===== src/rtl/axi_pkg.sv =====
// Shared AXI read-arbiter definitions: burst/response encodings and the arbiter FSM state type.
package axi_pkg;

    localparam logic [1:0] BURST_INCR = 2'b01;
    localparam logic [1:0] RESP_OKAY  = 2'b00;

    typedef enum logic [1:0] {
        IDLE = 2'd0,
        ADDR = 2'd1,
        DATA = 2'd2
    } arb_state_t;

    // Width of a client index; a single-client build still needs one bit.
    function automatic int unsigned idx_width(input int unsigned n);
        return (n > 1) ? $clog2(n) : 1;
    endfunction

endpackage


===== src/rtl/axi_rd_arbiter_if.sv =====
// Client request/response bundle plus the AXI AR/R channel pair seen by the read arbiter.
interface axi_rd_arbiter_if #(
    parameter int unsigned NUM_PORTS = 3,
    parameter int unsigned ADDR_W    = 32,
    parameter int unsigned DATA_W    = 32,
    parameter int unsigned ID_W      = 4
);

    logic [NUM_PORTS-1:0]        req_valid;
    logic [NUM_PORTS-1:0]        req_ready;
    logic [NUM_PORTS*ADDR_W-1:0] req_addr;
    logic [NUM_PORTS*8-1:0]      req_len;
    logic [NUM_PORTS*3-1:0]      req_size;
    logic [NUM_PORTS-1:0]        resp_valid;
    logic [NUM_PORTS-1:0]        resp_ready;
    logic [DATA_W-1:0]           resp_data;
    logic                        resp_last;
    logic                        resp_err;
    logic                        proto_err;

    logic [ID_W-1:0]             m_arid;
    logic [ADDR_W-1:0]           m_araddr;
    logic [7:0]                  m_arlen;
    logic [2:0]                  m_arsize;
    logic [1:0]                  m_arburst;
    logic                        m_arvalid;
    logic                        m_arready;
    logic [ID_W-1:0]             m_rid;
    logic [DATA_W-1:0]           m_rdata;
    logic [1:0]                  m_rresp;
    logic                        m_rlast;
    logic                        m_rvalid;
    logic                        m_rready;

    // Arbiter side.
    modport master (
        input  req_valid, req_addr, req_len, req_size, resp_ready,
        input  m_arready, m_rid, m_rdata, m_rresp, m_rlast, m_rvalid,
        output req_ready, resp_valid, resp_data, resp_last, resp_err, proto_err,
        output m_arid, m_araddr, m_arlen, m_arsize, m_arburst, m_arvalid, m_rready
    );

    // Clients and memory side.
    modport slave (
        output req_valid, req_addr, req_len, req_size, resp_ready,
        output m_arready, m_rid, m_rdata, m_rresp, m_rlast, m_rvalid,
        input  req_ready, resp_valid, resp_data, resp_last, resp_err, proto_err,
        input  m_arid, m_araddr, m_arlen, m_arsize, m_arburst, m_arvalid, m_rready
    );

endinterface


===== src/rtl/rr_arbiter.sv =====
// Combinational round-robin picker: first asserted request at or after ptr, wrapping.
module rr_arbiter #(
    parameter int unsigned NUM_PORTS = 3,
    parameter int unsigned IDX_W     = 2
) (
    input  logic [NUM_PORTS-1:0] req,
    input  logic [IDX_W-1:0]     ptr,
    output logic [NUM_PORTS-1:0] gnt,
    output logic [IDX_W-1:0]     gnt_idx
);

    logic             found;
    logic [IDX_W-1:0] idx;

    always_comb begin
        gnt     = '0;
        gnt_idx = '0;
        found   = 1'b0;
        idx     = '0;
        for (int unsigned i = 0; i < NUM_PORTS; i++) begin
            idx = IDX_W'((32'(ptr) + i) % NUM_PORTS);
            if (!found && req[idx]) begin
                found    = 1'b1;
                gnt[idx] = 1'b1;
                gnt_idx  = idx;
            end
        end
    end

endmodule


===== src/rtl/axi_rd_arbiter.sv =====
// N-client AXI4 read arbiter: round-robin grant, one INCR burst outstanding, beats passed
// straight through to the granted client with last-beat and ID checking.
module axi_rd_arbiter
    import axi_pkg::*;
#(
    parameter int unsigned NUM_PORTS = 3,
    parameter int unsigned ADDR_W    = 32,
    parameter int unsigned DATA_W    = 32,
    parameter int unsigned ID_W      = 4
) (
    input logic clk,
    input logic rst,
    axi_rd_arbiter_if.master bus
);

    localparam int unsigned IDX_W = idx_width(NUM_PORTS);

    arb_state_t        state_q, state_d;
    logic [IDX_W-1:0]  rr_ptr_q, rr_ptr_d;
    logic [IDX_W-1:0]  grant_q, grant_d;
    logic [7:0]        beat_cnt_q, beat_cnt_d;
    logic [ADDR_W-1:0] addr_q, addr_d;
    logic [7:0]        len_q, len_d;
    logic [2:0]        size_q, size_d;
    logic              proto_err_q, proto_err_d;

    logic [NUM_PORTS-1:0] arb_gnt;
    logic [IDX_W-1:0]     arb_idx;
    logic [ADDR_W-1:0]    sel_addr;
    logic [7:0]           sel_len;
    logic [2:0]           sel_size;
    logic                 in_addr, in_data, rready, r_hs;

    rr_arbiter #(
        .NUM_PORTS (NUM_PORTS),
        .IDX_W     (IDX_W)
    ) u_rr_arbiter (
        .req     (bus.req_valid),
        .ptr     (rr_ptr_q),
        .gnt     (arb_gnt),
        .gnt_idx (arb_idx)
    );

    // Mux the winning client's request fields out of the flattened buses.
    always_comb begin
        sel_addr = '0;
        sel_len  = '0;
        sel_size = '0;
        for (int unsigned p = 0; p < NUM_PORTS; p++) begin
            if (arb_idx == IDX_W'(p)) begin
                sel_addr = bus.req_addr[p*ADDR_W +: ADDR_W];
                sel_len  = bus.req_len[p*8 +: 8];
                sel_size = bus.req_size[p*3 +: 3];
            end
        end
    end

    assign in_addr = (state_q == ADDR);
    assign in_data = (state_q == DATA);
    assign rready  = in_data & bus.resp_ready[grant_q];
    assign r_hs    = rready & bus.m_rvalid;

    always_comb begin
        state_d     = state_q;
        rr_ptr_d    = rr_ptr_q;
        grant_d     = grant_q;
        beat_cnt_d  = beat_cnt_q;
        addr_d      = addr_q;
        len_d       = len_q;
        size_d      = size_q;
        proto_err_d = proto_err_q;
        unique case (state_q)
            IDLE: begin
                if (|bus.req_valid) begin
                    state_d    = ADDR;
                    grant_d    = arb_idx;
                    beat_cnt_d = '0;
                    addr_d     = sel_addr;
                    len_d      = sel_len;
                    size_d     = sel_size;
                end
            end
            ADDR: begin
                if (bus.m_arready) state_d = DATA;
            end
            DATA: begin
                if (r_hs) begin
                    beat_cnt_d = beat_cnt_q + 8'd1;
                    // rlast must coincide exactly with the len-th beat; the burst still ends
                    // on rlast so a bad slave cannot wedge the arbiter.
                    if ((bus.m_rlast != (beat_cnt_q == len_q)) ||
                        (bus.m_rid != ID_W'(grant_q))) begin
                        proto_err_d = 1'b1;
                    end
                    if (bus.m_rlast) begin
                        state_d  = IDLE;
                        rr_ptr_d = (grant_q == IDX_W'(NUM_PORTS - 1)) ? '0 : grant_q + IDX_W'(1);
                    end
                end
            end
            default: state_d = IDLE;
        endcase
    end

    always_ff @(posedge clk) begin
        if (rst) begin
            state_q     <= IDLE;
            rr_ptr_q    <= '0;
            grant_q     <= '0;
            beat_cnt_q  <= '0;
            addr_q      <= '0;
            len_q       <= '0;
            size_q      <= '0;
            proto_err_q <= 1'b0;
        end else begin
            state_q     <= state_d;
            rr_ptr_q    <= rr_ptr_d;
            grant_q     <= grant_d;
            beat_cnt_q  <= beat_cnt_d;
            addr_q      <= addr_d;
            len_q       <= len_d;
            size_q      <= size_d;
            proto_err_q <= proto_err_d;
        end
    end

    always_comb begin
        bus.req_ready  = (state_q == IDLE) ? arb_gnt : '0;
        bus.m_arvalid  = in_addr;
        bus.m_arid     = in_addr ? ID_W'(grant_q) : '0;
        bus.m_araddr   = in_addr ? addr_q : '0;
        bus.m_arlen    = in_addr ? len_q : '0;
        bus.m_arsize   = in_addr ? size_q : '0;
        bus.m_arburst  = in_addr ? BURST_INCR : '0;
        bus.m_rready   = rready;
        bus.resp_valid = '0;
        if (in_data) bus.resp_valid[grant_q] = bus.m_rvalid;
        bus.resp_data  = in_data ? bus.m_rdata : '0;
        bus.resp_err   = in_data & (bus.m_rresp != RESP_OKAY);
        bus.resp_last  = in_data & bus.m_rlast;
        bus.proto_err  = proto_err_q;
    end

endmodule

===== src/flat_wrapper.sv =====
// flat-port wrapper written by rule: the top's interface ports become plain ports
module axi_rd_arbiter_flat import axi_pkg::*;
#(
    parameter int unsigned NUM_PORTS = 3,
    parameter int unsigned ADDR_W    = 32,
    parameter int unsigned DATA_W    = 32,
    parameter int unsigned ID_W      = 4
)
  (clk, rst, bus_req_valid, bus_req_addr, bus_req_len, bus_req_size, bus_resp_ready, bus_m_arready, bus_m_rid, bus_m_rdata, bus_m_rresp, bus_m_rlast, bus_m_rvalid, bus_req_ready, bus_resp_valid, bus_resp_data, bus_resp_last, bus_resp_err, bus_proto_err, bus_m_arid, bus_m_araddr, bus_m_arlen, bus_m_arsize, bus_m_arburst, bus_m_arvalid, bus_m_rready);
  axi_rd_arbiter_if #(.NUM_PORTS(NUM_PORTS), .ADDR_W(ADDR_W), .DATA_W(DATA_W), .ID_W(ID_W)) bus_i ();
  input logic clk;
  input logic rst;
  input wire logic [$bits(bus_i.req_valid)-1:0] bus_req_valid;
  input wire logic [$bits(bus_i.req_addr)-1:0] bus_req_addr;
  input wire logic [$bits(bus_i.req_len)-1:0] bus_req_len;
  input wire logic [$bits(bus_i.req_size)-1:0] bus_req_size;
  input wire logic [$bits(bus_i.resp_ready)-1:0] bus_resp_ready;
  input wire logic [$bits(bus_i.m_arready)-1:0] bus_m_arready;
  input wire logic [$bits(bus_i.m_rid)-1:0] bus_m_rid;
  input wire logic [$bits(bus_i.m_rdata)-1:0] bus_m_rdata;
  input wire logic [$bits(bus_i.m_rresp)-1:0] bus_m_rresp;
  input wire logic [$bits(bus_i.m_rlast)-1:0] bus_m_rlast;
  input wire logic [$bits(bus_i.m_rvalid)-1:0] bus_m_rvalid;
  output wire logic [$bits(bus_i.req_ready)-1:0] bus_req_ready;
  output wire logic [$bits(bus_i.resp_valid)-1:0] bus_resp_valid;
  output wire logic [$bits(bus_i.resp_data)-1:0] bus_resp_data;
  output wire logic [$bits(bus_i.resp_last)-1:0] bus_resp_last;
  output wire logic [$bits(bus_i.resp_err)-1:0] bus_resp_err;
  output wire logic [$bits(bus_i.proto_err)-1:0] bus_proto_err;
  output wire logic [$bits(bus_i.m_arid)-1:0] bus_m_arid;
  output wire logic [$bits(bus_i.m_araddr)-1:0] bus_m_araddr;
  output wire logic [$bits(bus_i.m_arlen)-1:0] bus_m_arlen;
  output wire logic [$bits(bus_i.m_arsize)-1:0] bus_m_arsize;
  output wire logic [$bits(bus_i.m_arburst)-1:0] bus_m_arburst;
  output wire logic [$bits(bus_i.m_arvalid)-1:0] bus_m_arvalid;
  output wire logic [$bits(bus_i.m_rready)-1:0] bus_m_rready;
  assign bus_i.req_valid = bus_req_valid;
  assign bus_i.req_addr = bus_req_addr;
  assign bus_i.req_len = bus_req_len;
  assign bus_i.req_size = bus_req_size;
  assign bus_i.resp_ready = bus_resp_ready;
  assign bus_i.m_arready = bus_m_arready;
  assign bus_i.m_rid = bus_m_rid;
  assign bus_i.m_rdata = bus_m_rdata;
  assign bus_i.m_rresp = bus_m_rresp;
  assign bus_i.m_rlast = bus_m_rlast;
  assign bus_i.m_rvalid = bus_m_rvalid;
  assign bus_req_ready = bus_i.req_ready;
  assign bus_resp_valid = bus_i.resp_valid;
  assign bus_resp_data = bus_i.resp_data;
  assign bus_resp_last = bus_i.resp_last;
  assign bus_resp_err = bus_i.resp_err;
  assign bus_proto_err = bus_i.proto_err;
  assign bus_m_arid = bus_i.m_arid;
  assign bus_m_araddr = bus_i.m_araddr;
  assign bus_m_arlen = bus_i.m_arlen;
  assign bus_m_arsize = bus_i.m_arsize;
  assign bus_m_arburst = bus_i.m_arburst;
  assign bus_m_arvalid = bus_i.m_arvalid;
  assign bus_m_rready = bus_i.m_rready;
  axi_rd_arbiter #(.NUM_PORTS(NUM_PORTS), .ADDR_W(ADDR_W), .DATA_W(DATA_W), .ID_W(ID_W)) u_core (.clk(clk), .rst(rst), .bus(bus_i));
endmodule

===== config.mk =====
export PLATFORM = sky130hd
export DESIGN_NAME = axi_rd_arbiter_flat
export DESIGN_NICKNAME = d
export VERILOG_FILES = /design/src/rtl/axi_pkg.sv /design/src/rtl/axi_rd_arbiter_if.sv /design/src/rtl/rr_arbiter.sv /design/src/rtl/axi_rd_arbiter.sv /design/src/flat_wrapper.sv
export SDC_FILE = /design/constraint.sdc
export NUM_CORES = 1
export LEC_CHECK = 0
export ABC_AREA = 0
export CAP_MARGIN = 10
export CORE_ASPECT_RATIO = 1.4
export CORE_MARGIN = 3
export CORE_UTILIZATION = 36
export CTS_BUF_LIST = sky130_fd_sc_hd__clkbuf_4 sky130_fd_sc_hd__clkbuf_8 sky130_fd_sc_hd__clkbuf_16
export DETAILED_ROUTE_END_ITERATION = 8
export PLACE_DENSITY = 0.81
export SYNTH_ARGS = -nofsm -noshare
export SYNTH_HDL_FRONTEND = slang
export SYNTH_SLANG_ARGS = --single-unit

===== constraint.sdc =====
create_clock -name clk -period 2.7 [get_ports clk]
set_input_delay 0.81 -clock clk [delete_from_list [all_inputs] [get_ports clk]]
set_output_delay 0.81 -clock clk [all_outputs]
set_load 0.02 [all_outputs]

==> summary.md <==
| Metric | Value |
|---|---|
| Final hold vios | `0` |
| Synth Cell Area | `0.00381 mm2` |
| Cell Count Post-Placement | `875` |
| Register bit total from synthesis | `58` |
| I/O pin count | `between 200 and 300` |
| Cell area after layout | `0.00729 mm2` |
| Clk_lat worst skew | `approximately 320 ps` |
| Data arrival time of the critical path | `1930 ps` |
| Gpl congestion | `0.924` |
| Worst-path maximum fanout | `4` |
| Fill cells | `807` |
| CTS tree | `yes` |
| PortBufs | `266` |
| Clk_skew | `3.92 ps` |
| Register area share after synthesis | `30.5%` |
| Setup TNS | `-81.4 ps` |
| Peak supply drop | `329 uV` |
| Rows | `43` |
| Routed WL per cell | `17.1 um` |
| Max Slew Vio Count | `0` |
| Clock period minus worst slack | `2740 ps` |
| Clk root buf | `clkbuf_16` |
| Placed cell area | `0.00694 mm2` |
| Max Freq | `0.365 GHz` |
| Post-Syn Instances | `between 400 and 500` |
| PD cells | `406 mW/mm2` |
| Async SR Flop Fraction | `0%` |
| Synth warn | `0` |
| Vias | `around 4,600` |
| DR iter-0 viols | `235` |
| Die area | `0.0119 mm2` |
| Worst hold path class | `reg -> reg` |
| Pre-antenna DRT Iters | `6` |
| Reg clk slew, reported paths | `50 ps` |
| Failing checks | `setup timing` |
| Clk buf depth | `2` |
| Final wirelength | `approximately 15 mm` |
| Die width | `93.0 um` |
| Max-cap violation count | `0` |
| Final worst slack | `-41.4 ps` |
| Initial antenna violation count | `0` |
| WP data required | `1890 ps` |
| First-pass GRT wire length | `23.7 mm` |
| Total CTS buffers | `9` |
| CP Capture Type | `primary output` |
| Pwr Total | `about 3000 uW` |
| Setup-failing EPs final | `2` |
| Htree depth | `3` |
| Vias/cell | `5.14` |
| Startpoint types | `input port` |
| Post-layout net count | `938` |
| Pin count of the biggest net entering global routing | `46` |
| Detailed Place HPWL | `12.3 mm` |
| Area Overhead vs Synth | `91.2%` |
| Cts hold-fix bufs | `0` |
| Distinct cells, synth | `46` |
| Critical path class | `in -> out` |
| Routed Antenna Nets | `0` |
| Unrepaired setup endpoints after global routing | `yes` |
| Fin crit share | `102%` |
| Top FF cell, synth | `dfxtp_1` |
| Fin cells | `892` |
| Global route overflow | `0` |
| Die height | `128 um` |
| Drt drc | `0` |
| Layout cells sized above 1 | `approximately an eighth` |
| WHS | `485 ps` |
| Vias in the first global route | `4,859` |
| Initial core utilization | `37.7%` |
| Clock net sink count | `58` |
| ANT cells | `0` |
| Mapped Avg Cell Area | `roughly 8.3 um2` |
| GRT Total Usage | `about 25%` |
| Leakage power figure | `0.00362 uW` |
| Status | `finished with violations` |
| Post-synth EDFFs | `0` |
| CORE AREA | `~0.01 mm2` |
==> worst paths after layout <==
path | from | end | slack, ps | cells after the start
max reg2reg | u_core.rr_ptr_q[0] | u_core.len_q[0] | 380 | 10
max | bus_req_valid[1] | bus_req_ready[2] | -40 | 7
min reg2reg | u_core.addr_q[2] | u_core.addr_q[2] | 490 | 2
min | u_core.addr_q[2] | u_core.addr_q[2] | 490 | 2
==> kinds of logic (layout without fill, tap and decap cells) <==
family,after synthesis,in the layout,share of synthesized area (%)
compound gates,123,123,22.0
flops,58,58,30.5
xor+xnor,11,11,2.53
mux,51,51,13.5
simple gates,155,155,23.0
other cells,1,3,0.0984
buf+inv,58,351,6.83
fa+ha+maj,5,5,1.64
==> metrics by stage <==
stage               utilization [%]  worst slack, ps
floorplan                         -             28.2
global placement               68.6             -809
detailed placement             68.6             -895
CTS                            71.3            -84.3
global route                   72.1             -136
finish                         72.1            -41.4
==> layout by cell type (no fill, tap or decap), drive strengths merged, types with 2 or more instances in the layout <==
| master | count |
|---|---|
| clkdlybuf4s50 | 179 |
| and2 | 82 |
| dfxtp | 58 |
| buf | 58 |
| dlygate4sd2 | 50 |
| o21ai | 50 |
| mux2i | 49 |
| a22oi | 30 |
| dlymetal6s2s | 28 |
| nand2 | 24 |
| inv | 21 |
| a21oi | 14 |
| clkbuf | 14 |
| nor2 | 13 |
| o41a | 13 |
| xnor2 | 10 |
| or3 | 8 |
| nand4 | 6 |
| nor3 | 5 |
| ha | 5 |
| nor2b | 4 |
| nand3 | 3 |
| conb | 3 |
| a211oi | 3 |
| and3b | 2 |
| nand2b | 2 |
| nand3b | 2 |
| a31oi | 2 |
| and3 | 2 |
| o211ai | 2 |
| mux2 | 2 |
==> state kept, by name (all words and copies together), names as in the netlist <==
| name | count |
|---|---|
| u_core.bus.proto_err | 1 |
| u_core.grant_q | 2 |
| u_core.state_q | 2 |
| u_core.rr_ptr_q | 2 |
| u_core.beat_cnt_q | 8 |
| u_core.size_q | 3 |
| u_core.addr_q | 32 |
| u_core.len_q | 8 |
==> worst max-delay path, stage by stage <==
cell and delay [ps]:
clkdlybuf4s15_2 210, nand2b_1 100, mux2i_4 190, mux2i_1 210, a21oi_1 80, nor3_1 130, buf_2 190
==> layout make-up <==
cell class | instances | area, um2 | share of cell area, %
flip-flops and latches | 58 | 1170 | 16.0
clock buffers | 13 | 268 | 3.67
multi-input cells | 348 | 2490 | 34.1
well taps | 135 | 169 | 2.32
inverters | 21 | 83.8 | 1.15
repair buffers | 317 | 3110 | 42.7
==> cells in the mapped netlist, types with 3 or more instances <==
cell type / number / area share (%)
and2_1: 82 / 13
nand2_1: 24 / 2.4
clkbuf_1: 19 / 1.9
nor2_1: 13 / 1.3
o21ai_1: 47 / 6.2
buf_4: 8 / 1.6
dfxtp_1: 58 / 30
inv_1: 21 / 2.1
ha_1: 5 / 1.6
a21oi_1: 11 / 1.4
nor3_1: 5 / 0.66
o41a_1: 13 / 3.8
xnor2_1: 10 / 2.3
nand4_1: 6 / 0.98
nand3_1: 3 / 0.39
o21ai_0: 3 / 0.39
buf_2: 9 / 1.2
a211oi_1: 3 / 0.59
or3_1: 8 / 1.3
a22oi_1: 30 / 5.9
mux2i_1: 49 / 13
nor2b_1: 4 / 0.66
==> layer usage <==
metal | wire [um] | up-vias | GRT usage (%)
met2 | 8260 | 218 | 48.2
met1 | 5060 | 2102 | 24.0
li1 | - | 2217 | -
met3 | 1390 | 47 | 8.28
met5 | 0 | - | 0
met4 | 575 | 0 | 10.3
==> power breakdown <==
group,internal (uW),switching [uW]
clock,674,358
combinational,527,410
sequential,938,52.9
==> what timing repair did <==
action	CTS	global route
pin swaps	3	2
gates resized for setup	107	34
setup buffers	3	1
setup endpoints to repair	84	33
hold endpoints to repair	0	0
No activity file was read; power rests on OpenSTA's default activity.
